$ cat config.mk
export PLATFORM = sky130hd
export DESIGN_NAME = conv2_window_buffer_flat
export DESIGN_NICKNAME = d
export VERILOG_FILES = /design/src/rtl/cnn_pkg.sv /design/src/rtl/conv2_window_buffer_if.sv /design/src/rtl/conv2_window_buffer_tap_shift_reg.sv /design/src/rtl/conv2_window_buffer.sv /design/src/flat_wrapper.sv
export SDC_FILE = /design/constraint.sdc
export NUM_CORES = 1
export LEC_CHECK = 0
export CAP_MARGIN = 40
export CORE_MARGIN = 2
export CORE_UTILIZATION = 54
export DETAILED_ROUTE_END_ITERATION = 10
export PLACE_DENSITY = 0.8
export SYNTH_ARGS = -nofsm -noshare
export SYNTH_HDL_FRONTEND = slang
export SYNTH_HIERARCHICAL = 1
export SYNTH_SLANG_ARGS = --single-unit
$ cat constraint.sdc
create_clock -name clk -period 7.85 [get_ports clk]
set_clock_uncertainty 0.2 [all_clocks]
set_input_delay 1.57 -clock clk [delete_from_list [all_inputs] [get_ports clk]]
set_output_delay 1.57 -clock clk [all_outputs]
set_load 0.005 [all_outputs]
$ cat src/rtl/cnn_pkg.sv
// Shared CNN datapath types: sample/window shapes and the window-buffer FSM states.
package cnn_pkg;

  localparam int DW   = 8;
  localparam int TAPS = 5;
  localparam int NCH  = 4;

  typedef logic signed [DW-1:0] sample_t;
  typedef sample_t [TAPS-1:0]   window_t;

  typedef enum logic {
    FILL = 1'b0,
    RUN  = 1'b1
  } win_state_e;

endpackage

$ cat src/rtl/conv2_window_buffer_if.sv
// Sample stream in, window stream out, plus the convlayer2 enable and the framing error flag.
interface conv2_window_buffer_if;
  import cnn_pkg::*;

  logic                     s_valid;
  logic                     s_ready;
  logic [NCH-1:0][DW-1:0]   s_data;
  logic                     s_last;
  logic                     m_valid;
  logic                     m_ready;
  window_t                  win1;
  window_t                  win2;
  window_t                  win3;
  window_t                  win4;
  logic                     m_last;
  logic                     conv_en;
  logic                     err_frame;

  modport slave (
    input  s_valid, s_data, s_last, m_ready,
    output s_ready, m_valid, win1, win2, win3, win4, m_last, conv_en, err_frame
  );

  modport master (
    output s_valid, s_data, s_last, m_ready,
    input  s_ready, m_valid, win1, win2, win3, win4, m_last, conv_en, err_frame
  );

endinterface

$ cat src/rtl/conv2_window_buffer_tap_shift_reg.sv
// One channel's TAPS-deep history; [0] oldest, [TAPS-1] newest. Exposes the post-shift view.
module tap_shift_reg
  import cnn_pkg::*;
(
  input  logic    clk,
  input  logic    rst,
  input  logic    shift_en,
  input  sample_t din,
  output window_t shifted
);

  window_t sr_q;
  window_t sr_d;

  always_comb begin
    sr_d = sr_q;
    if (shift_en) begin
      sr_d = {din, sr_q[TAPS-1:1]};
    end else begin
      sr_d = sr_q;
    end
  end

  always_ff @(posedge clk or posedge rst) begin
    if (rst) begin
      sr_q <= '0;
    end else begin
      sr_q <= sr_d;
    end
  end

  // The top loads its output window from the value the register is about to take.
  assign shifted = sr_d;

endmodule

$ cat src/rtl/conv2_window_buffer.sv
// Sliding-window buffer feeding convlayer2: fills TAPS samples per frame, then emits every STRIDE samples.
module conv2_window_buffer
#(
  parameter int NCH       = cnn_pkg::NCH,
  parameter int TAPS      = cnn_pkg::TAPS,
  parameter int DW        = cnn_pkg::DW,
  parameter int FRAME_LEN = 64,
  parameter int STRIDE    = 1
)(
  input  logic                  clk,
  input  logic                  rst,
  conv2_window_buffer_if.slave  bus
);
  import cnn_pkg::sample_t;
  import cnn_pkg::window_t;
  import cnn_pkg::win_state_e;
  import cnn_pkg::FILL;
  import cnn_pkg::RUN;

  if (NCH != cnn_pkg::NCH || TAPS != cnn_pkg::TAPS || DW != cnn_pkg::DW || FRAME_LEN < TAPS ||
      STRIDE < 1 || ((FRAME_LEN - TAPS) % STRIDE) != 0) begin : g_bad_cfg
    $error("conv2_window_buffer: illegal NCH/TAPS/DW/FRAME_LEN/STRIDE combination");
  end

  localparam int SCW = $clog2(FRAME_LEN);
  localparam int FCW = $clog2(TAPS);
  localparam int PW  = (STRIDE > 1) ? $clog2(STRIDE) : 1;

  win_state_e           state_q, state_d;
  logic [FCW-1:0]       fill_cnt_q, fill_cnt_d;
  logic [PW-1:0]        phase_q, phase_d;
  logic [SCW-1:0]       samp_cnt_q, samp_cnt_d;
  window_t [NCH-1:0]    win_q, win_d;
  logic                 m_valid_q, m_valid_d;
  logic                 m_last_q, m_last_d;
  logic                 err_q, err_d;

  window_t [NCH-1:0]    shifted_s;
  logic                 accept_s;
  logic                 emit_s;
  logic                 frame_end_s;
  logic [PW-1:0]        phase_inc_s;

  assign bus.s_ready = !m_valid_q | bus.m_ready;
  assign accept_s    = bus.s_valid & bus.s_ready;

  for (genvar c = 0; c < NCH; c++) begin : g_ch
    tap_shift_reg u_sr (
      .clk      (clk),
      .rst      (rst),
      .shift_en (accept_s),
      .din      (sample_t'(bus.s_data[c])),
      .shifted  (shifted_s[c])
    );
  end

  always_comb begin
    state_d     = state_q;
    fill_cnt_d  = fill_cnt_q;
    phase_d     = phase_q;
    samp_cnt_d  = samp_cnt_q;
    win_d       = win_q;
    m_valid_d   = m_valid_q;
    m_last_d    = m_last_q;
    err_d       = err_q;
    emit_s      = 1'b0;
    frame_end_s = (samp_cnt_q == SCW'(FRAME_LEN - 1));
    phase_inc_s = (phase_q == PW'(STRIDE - 1)) ? '0 : phase_q + 1'b1;

    if (accept_s) begin
      if (bus.s_last != frame_end_s) begin
        err_d = 1'b1;
      end else begin
        err_d = err_q;
      end

      case (state_q)
        FILL: begin
          if (fill_cnt_q == FCW'(TAPS - 1)) begin
            emit_s     = 1'b1;
            phase_d    = '0;
            fill_cnt_d = '0;
            state_d    = RUN;
          end else begin
            fill_cnt_d = fill_cnt_q + 1'b1;
          end
        end
        RUN: begin
          phase_d = phase_inc_s;
          emit_s  = (phase_inc_s == '0);
        end
        default: state_d = FILL;
      endcase

      // Framing is driven purely by the sample counter; s_last only feeds the error flag.
      if (frame_end_s) begin
        samp_cnt_d = '0;
        fill_cnt_d = '0;
        phase_d    = '0;
        state_d    = FILL;
      end else begin
        samp_cnt_d = samp_cnt_q + 1'b1;
      end
    end else begin
      emit_s = 1'b0;
    end

    if (emit_s) begin
      win_d     = shifted_s;
      m_valid_d = 1'b1;
      m_last_d  = frame_end_s;
    end else if (bus.m_ready) begin
      m_valid_d = 1'b0;
    end else begin
      m_valid_d = m_valid_q;
    end
  end

  always_ff @(posedge clk or posedge rst) begin
    if (rst) begin
      state_q    <= FILL;
      fill_cnt_q <= '0;
      phase_q    <= '0;
      samp_cnt_q <= '0;
      win_q      <= '0;
      m_valid_q  <= 1'b0;
      m_last_q   <= 1'b0;
      err_q      <= 1'b0;
    end else begin
      state_q    <= state_d;
      fill_cnt_q <= fill_cnt_d;
      phase_q    <= phase_d;
      samp_cnt_q <= samp_cnt_d;
      win_q      <= win_d;
      m_valid_q  <= m_valid_d;
      m_last_q   <= m_last_d;
      err_q      <= err_d;
    end
  end

  assign bus.m_valid   = m_valid_q;
  assign bus.win1      = win_q[0];
  assign bus.win2      = win_q[1];
  assign bus.win3      = win_q[2];
  assign bus.win4      = win_q[3];
  assign bus.m_last    = m_last_q;
  assign bus.conv_en   = m_valid_q & bus.m_ready;
  assign bus.err_frame = err_q;

endmodule

$ cat src/flat_wrapper.sv
// flat-port wrapper written by rule: the top's interface ports become plain ports
module conv2_window_buffer_flat import cnn_pkg::sample_t; import cnn_pkg::window_t; import cnn_pkg::win_state_e; import cnn_pkg::FILL; import cnn_pkg::RUN;
#(
  parameter int NCH       = cnn_pkg::NCH,
  parameter int TAPS      = cnn_pkg::TAPS,
  parameter int DW        = cnn_pkg::DW,
  parameter int FRAME_LEN = 64,
  parameter int STRIDE    = 1
)
  (clk, rst, bus_s_valid, bus_s_data, bus_s_last, bus_m_ready, bus_s_ready, bus_m_valid, bus_win1, bus_win2, bus_win3, bus_win4, bus_m_last, bus_conv_en, bus_err_frame);
  conv2_window_buffer_if bus_i ();
  input  logic clk;
  input  logic rst;
  input wire logic [$bits(bus_i.s_valid)-1:0] bus_s_valid;
  input wire logic [$bits(bus_i.s_data)-1:0] bus_s_data;
  input wire logic [$bits(bus_i.s_last)-1:0] bus_s_last;
  input wire logic [$bits(bus_i.m_ready)-1:0] bus_m_ready;
  output wire logic [$bits(bus_i.s_ready)-1:0] bus_s_ready;
  output wire logic [$bits(bus_i.m_valid)-1:0] bus_m_valid;
  output wire logic [$bits(bus_i.win1)-1:0] bus_win1;
  output wire logic [$bits(bus_i.win2)-1:0] bus_win2;
  output wire logic [$bits(bus_i.win3)-1:0] bus_win3;
  output wire logic [$bits(bus_i.win4)-1:0] bus_win4;
  output wire logic [$bits(bus_i.m_last)-1:0] bus_m_last;
  output wire logic [$bits(bus_i.conv_en)-1:0] bus_conv_en;
  output wire logic [$bits(bus_i.err_frame)-1:0] bus_err_frame;
  assign bus_i.s_valid = bus_s_valid;
  assign bus_i.s_data = bus_s_data;
  assign bus_i.s_last = bus_s_last;
  assign bus_i.m_ready = bus_m_ready;
  assign bus_s_ready = bus_i.s_ready;
  assign bus_m_valid = bus_i.m_valid;
  assign bus_win1 = bus_i.win1;
  assign bus_win2 = bus_i.win2;
  assign bus_win3 = bus_i.win3;
  assign bus_win4 = bus_i.win4;
  assign bus_m_last = bus_i.m_last;
  assign bus_conv_en = bus_i.conv_en;
  assign bus_err_frame = bus_i.err_frame;
  conv2_window_buffer #(.NCH(NCH), .TAPS(TAPS), .DW(DW), .FRAME_LEN(FRAME_LEN), .STRIDE(STRIDE)) u_core (.clk(clk), .rst(rst), .bus(bus_i));
endmodule
=== Word level (Yosys, flattened, before mapping) ===
Cells that the tools add are included.

* Bits in latches: 0
* Memories: 0
* Bits in writable memories: 0
* Output and inout port bits: 165
* Input bits: 37
* Register bits: 334
* Memory bits (read-only): 0

* Equality and inequality tests: 5
* Bitwise operators: 5
* Reductions and logical operators: 5
* Div/mod/pow operators: 0
* Mux-type cells: 19
* Shift-type cells: 0
* Add/subtract/negate cells: 3
* $lt $le $gt $ge: 0
* Multiply operators: 0

{| class="wikitable"
|+ Operator list
! operator !! number
|-
| $mux W40 || 4
|-
| $mux W1 || 9
|-
| $mux W3 || 3
|-
| $add A6 B1 Y6 const B || 1
|-
| $eq A6 B6 Y1 const B || 1
|-
| $mux W6 || 1
|-
| $reduce_and A2 Y1 || 3
|-
| $pmux W1 S2 || 2
|-
| $add A3 B1 Y3 const B || 1
|-
| $eq A3 B3 Y1 const B || 1
|-
| $ne A3 B1 Y1 const B || 1
|-
| $and A1 B1 Y1 || 2
|-
| $ne A2 B2 Y1 const B || 1
|-
| $not A1 Y1 || 2
|-
| $reduce_bool A2 Y1 || 1
|-
| $add A1 B1 Y1 const B || 1
|-
| $logic_not A1 Y1 || 1
|-
| $ne A1 B1 Y1 || 1
|-
| $or A1 B1 Y1 || 1
|}

=== Logic depth before layout (Yosys ltp) ===
* Word-level depth: 6
* Gate-level depth with buffers: 9
* Mapped depth without buffers: 6

=== Cells and area by module ===
The synthesis kept the hierarchy.

{| class="wikitable"
|+ Modules (own cells, without submodules)
! module !! sequential area each (µm²) !! instances !! area each (µm²) !! cells an instance
|-
| conv2_window_buffer || 4329.2 || 1 || 6856.6 || 404
|-
| tap_shift_reg || 1001.0 || 4 || 1500.2 || 85
|}

=== Least setup slack after synthesis ===
Ideal clock, no wire load.

* Path type: input to register
* Start: input bus_m_ready
* End: register u_core.win_q, in the netlist u_core/bus.win2[24]
* Arrival: 3.186 ns
* Cell stages on the path: 7
* Library setup time: 0.125 ns
* Setup slack: 4.339 ns
* Path buffers: 2
* Cell sequence: nand2b_1 nand2_1 inv_1 buf_2 buf_6 mux2_2 mux2_4

{| class="wikitable"
|+ RTL lines
! what !! line !! RTL
|-
| start: declaration || flat_wrapper.sv:17 || <nowiki>input wire logic [$bits(bus_i.m_ready)-1:0] bus_m_ready;</nowiki>
|-
| end signal: assignment || conv2_window_buffer.sv:134 || <nowiki>win_q <= win_d;</nowiki>
|-
| end: declaration || conv2_window_buffer.sv:33 || <nowiki>window_t [NCH-1:0] win_q, win_d;</nowiki>
|}

=== Final worst setup path ===
* Start: input bus_m_ready
* End: output bus_s_ready

* Word-level cells in the longest chain between the ends: 1

{| class="wikitable"
|+ RTL lines
! what !! line !! RTL
|-
| $or A1 B1 Y1 || conv2_window_buffer.sv:44 || <nowiki>assign bus.s_ready = !m_valid_q | bus.m_ready;</nowiki>
|-
| end: declaration || flat_wrapper.sv:18 || <nowiki>output wire logic [$bits(bus_i.s_ready)-1:0] bus_s_ready;</nowiki>
|}

Every way passes these cells.

==> flow_metrics.tcl <==
set metrics [dict create \
    critPathMaxFanout 4 \
    rr_endpoint "u_core/bus.win1[25]" \
    rr_worst_depth 6 \
    seq_power_share 0.445 \
    drv_slew 0 \
    ant_nets 0 \
    report.final.hold_viol_count 0 \
    hold_start "u_core/samp_cnt_q[4]" \
    r2r_slack_ps 4730 \
    synth.avg_cell_area_um2 17.28 \
    diodes 0 \
    critPathMaxStageDelay_ps 560 \
    p_switching_uw 1703 \
    synth-main-ff-cell "dfrtp_1" \
    worst_pin_slew_ps 791.4 \
    area_growth_pct 26.44 \
    p_int_uw 4913 \
    ir_drop_mv 0.3324 \
    hpwl_um 15320 \
    path_delay_family "buffers and inverters" \
    multi_input_area_um2 4167 \
    clkSlewWorstSetupHoldPaths_ps 60 \
    crit_top_cell "clkdlybuf4s50_1" \
    synth_warnings 6 \
    antenna_found_initial 0 \
    drcViolationCount 0 \
    timing.rr.start "u_core/bus.m_valid" \
    crit_path_end_kind "output pin" \
    cts_resized 0 \
    ys_seq_area_frac 0.6481 \
    start_util 0.5494 \
    htreeDepth 2 \
    fin_crit_ps 4579 \
    setup_viol 0 \
    p_comb_frac 0.313 \
    clk_latency_ps 490 \
    wl_per_cell_um 18.48 \
    cts_made_buffers 36 \
    relSlewSlack 0.4724 \
    vias_per_cell 5.142 \
    clock-sinks 333 \
    min_path_cells 1 \
    hp-class "reg2reg" \
    synth_nets 784 \
    firstDrtPassIters 4 \
    n_fill_cell 1566 \
    wl_um 24030 \
    cts_tree "done" \
    num_io_pins 202 \
    die_height_um 158.3 \
    finalPower_uw 6616 \
    row_count 56 \
    crit_required_ps 6080 \
    hold_buffers 0 \
    grt_pass1_wl_um 39230 \
    synthArstFlopShare 1.000 \
    crit_chain "clkdlybuf4s50_1, nand2b_1, clkdlybuf4s50_1" \
    p_sw_frac 0.2574 \
    drive_gt1_frac 0.3945 \
    critical_path_class "in2out" \
    leakagePower_uw 0.007066 \
    finalCritPeriodShare 0.5833 \
    fmax_mhz 218.4 \
    drv_cap 0 \
    post-cts-setup-buffers 0 \
    synthesis.area_um2 12860 \
    register_area_um2 8333 \
    synth.distinct_cells 27 \
    cp.buffers_inverters 2 \
    syn_inst 744 \
    worstHoldEndpoint "u_core/samp_cnt_q[4]" \
    p_per_area_nw_per_um2 407.0 \
    worstSetupStartpointType "primary input" \
    grt_pass1_vias 7256 \
    tns_ps 0 \
    worstPathArrival_ps 2810 \
    cts_root_buf "clkbuf_16" \
    die_x_um 158.3 \
    core_area_um2 23400 \
    grt_overflow 0 \
    outcome "complete, no violations" \
    gp_congestion 0.7274 \
    ys_ff_latch 333 \
    groute.usage.overall 0.1978 \
    routed-via-count 6685 \
    port_buffers 201 \
    grt_max_degree 92 \
    synth_edf_count 0 \
    clkPwrFrac 0.242 \
    rsz0062_at_grt "false" \
    cts_buffer_depth 3 \
    drtIter0Drc 282 \
    fp.dieArea_um2 25060 \
    nets 999 \
    slowest_stage "clkdlybuf4s50_1" \
]
[synth_stat cells, types with 2 or more instances]
cell      number  area [µm²]
xnor2_1        3       26.28
a21o_1         2       15.01
nand2_1       10       37.54
o21ai_0        2       10.01
ha_1           3       37.54
buf_6         25       281.5
buf_2         11       55.05
nand2b_1       2       12.51
dfrtp_1      333        8333
mux2_4        67        1006
a31oi_1        3       18.77
nand3_1        3       15.01
mux2_2       253        2849
inv_1          9       33.78
nor2_1         5       18.77
a21oi_1        2       10.01
[placed cells by master, fill, tap and decap left out, types with 3 or more instances in the layout]
cell type / Yosys / layout
mux2_4: 67 / 67
nand2_1: 10 / 10
clkbuf_16: 0 / 37
clkbuf_8: 0 / 5
dfrtp_1: 333 / 333
inv_1: 9 / 4
ha_1: 3 / 3
buf_4: 0 / 7
clkbuf_1: 0 / 14
nor2_1: 5 / 5
mux2_2: 253 / 253
clkdlybuf4s50_1: 0 / 201
buf_16: 0 / 4
a31oi_1: 3 / 3
xnor2_1: 3 / 3
[kinds of logic after synthesis]
logic type / Yosys count / share of synthesized area
buffers and inverters: 45 / 0.02880
flip-flops: 333 / 0.6481
XOR/XNOR: 3 / 0.002044
AO/OA/AOI/OAI: 15 / 0.008564
multiplexers: 320 / 0.2998
AND/OR/NAND/NOR: 25 / 0.009732
adder cells (fa/ha/maj): 3 / 0.002920
[area by class of cell]
type                    instances  area share
clock buffers                  56     0.06442
clock inverters                 4    0.004310
inverters                       9    0.002848
multi-input cells             366      0.2563
flip-flops and latches        333      0.5126
well taps                     319     0.02455
repair buffers                213      0.1350
[power groups by stage]
stage	Sequential [µW]	Combinational [µW]	Clock (µW)
detailed placement	2960	2090	0
finish	2940	2070	1600
global route	3040	2250	1710
floorplan	2870	1040	0
CTS	2950	2110	1640
global placement	2930	2020	0
[flip-flops by register name, summed over array words and instances (netlist names)]
register	count
u_core/state_q	1
u_core/bus.win2	40
u_core/fill_cnt_q	3
u_core/samp_cnt_q	6
u_core/bus.win3	40
u_core/bus.m_last	1
u_core/g_ch.u_sr/sr_q	160
u_core/bus.m_valid	1
u_core/bus.win4	40
u_core/bus.win1	40
u_core/bus.err_frame	1
[per-stage QoR]
| step | cells | cell area, µm² | setup slack, ps | hold slack (ps) | utilization |
|---|---|---|---|---|---|
| after floorplan | 744 | 12860 | 1392 | 245.4 | - |
| after global placement | 1235 | 15010 | 3111 | 250.6 | 0.6414 |
| after detailed placement | 1240 | 15140 | 3095 | 244.6 | 0.6469 |
| after CTS | 1300 | 16260 | 3267 | 269.3 | 0.6947 |
| after global routing | 1300 | 16260 | 3198 | 281.3 | 0.6947 |
| final | 1300 | 16260 | 3271 | 273.5 | 0.6947 |
[per-layer routing]
| metal | global-route usage | wire [µm] | vias up |
|---|---|---|---|
| met5 | 0 | 0 | - |
| met4 | 0.05577 | 540 | 0 |
| met3 | 0.04845 | 1293 | 42 |
| met2 | 0.3004 | 11020 | 162 |
| met1 | 0.2875 | 11170 | 3420 |
| li1 | - | - | 3061 |
[worst max-delay path by stage]
stage                     slack (ps)        start  depth (start not counted)                    to
after floorplan                 1390          rst                          1  u_core/bus.err_frame
after CTS                       3270  bus_m_ready                          3           bus_s_ready
final                           3270  bus_m_ready                          3           bus_s_ready
after detailed placement        3090  bus_m_ready                          7   u_core/bus.win1[31]
after global placement          3110  bus_m_ready                          7    u_core/bus.win1[5]
after global routing            3200  bus_m_ready                          3           bus_s_ready
Power figures use the tool's default switching activity.
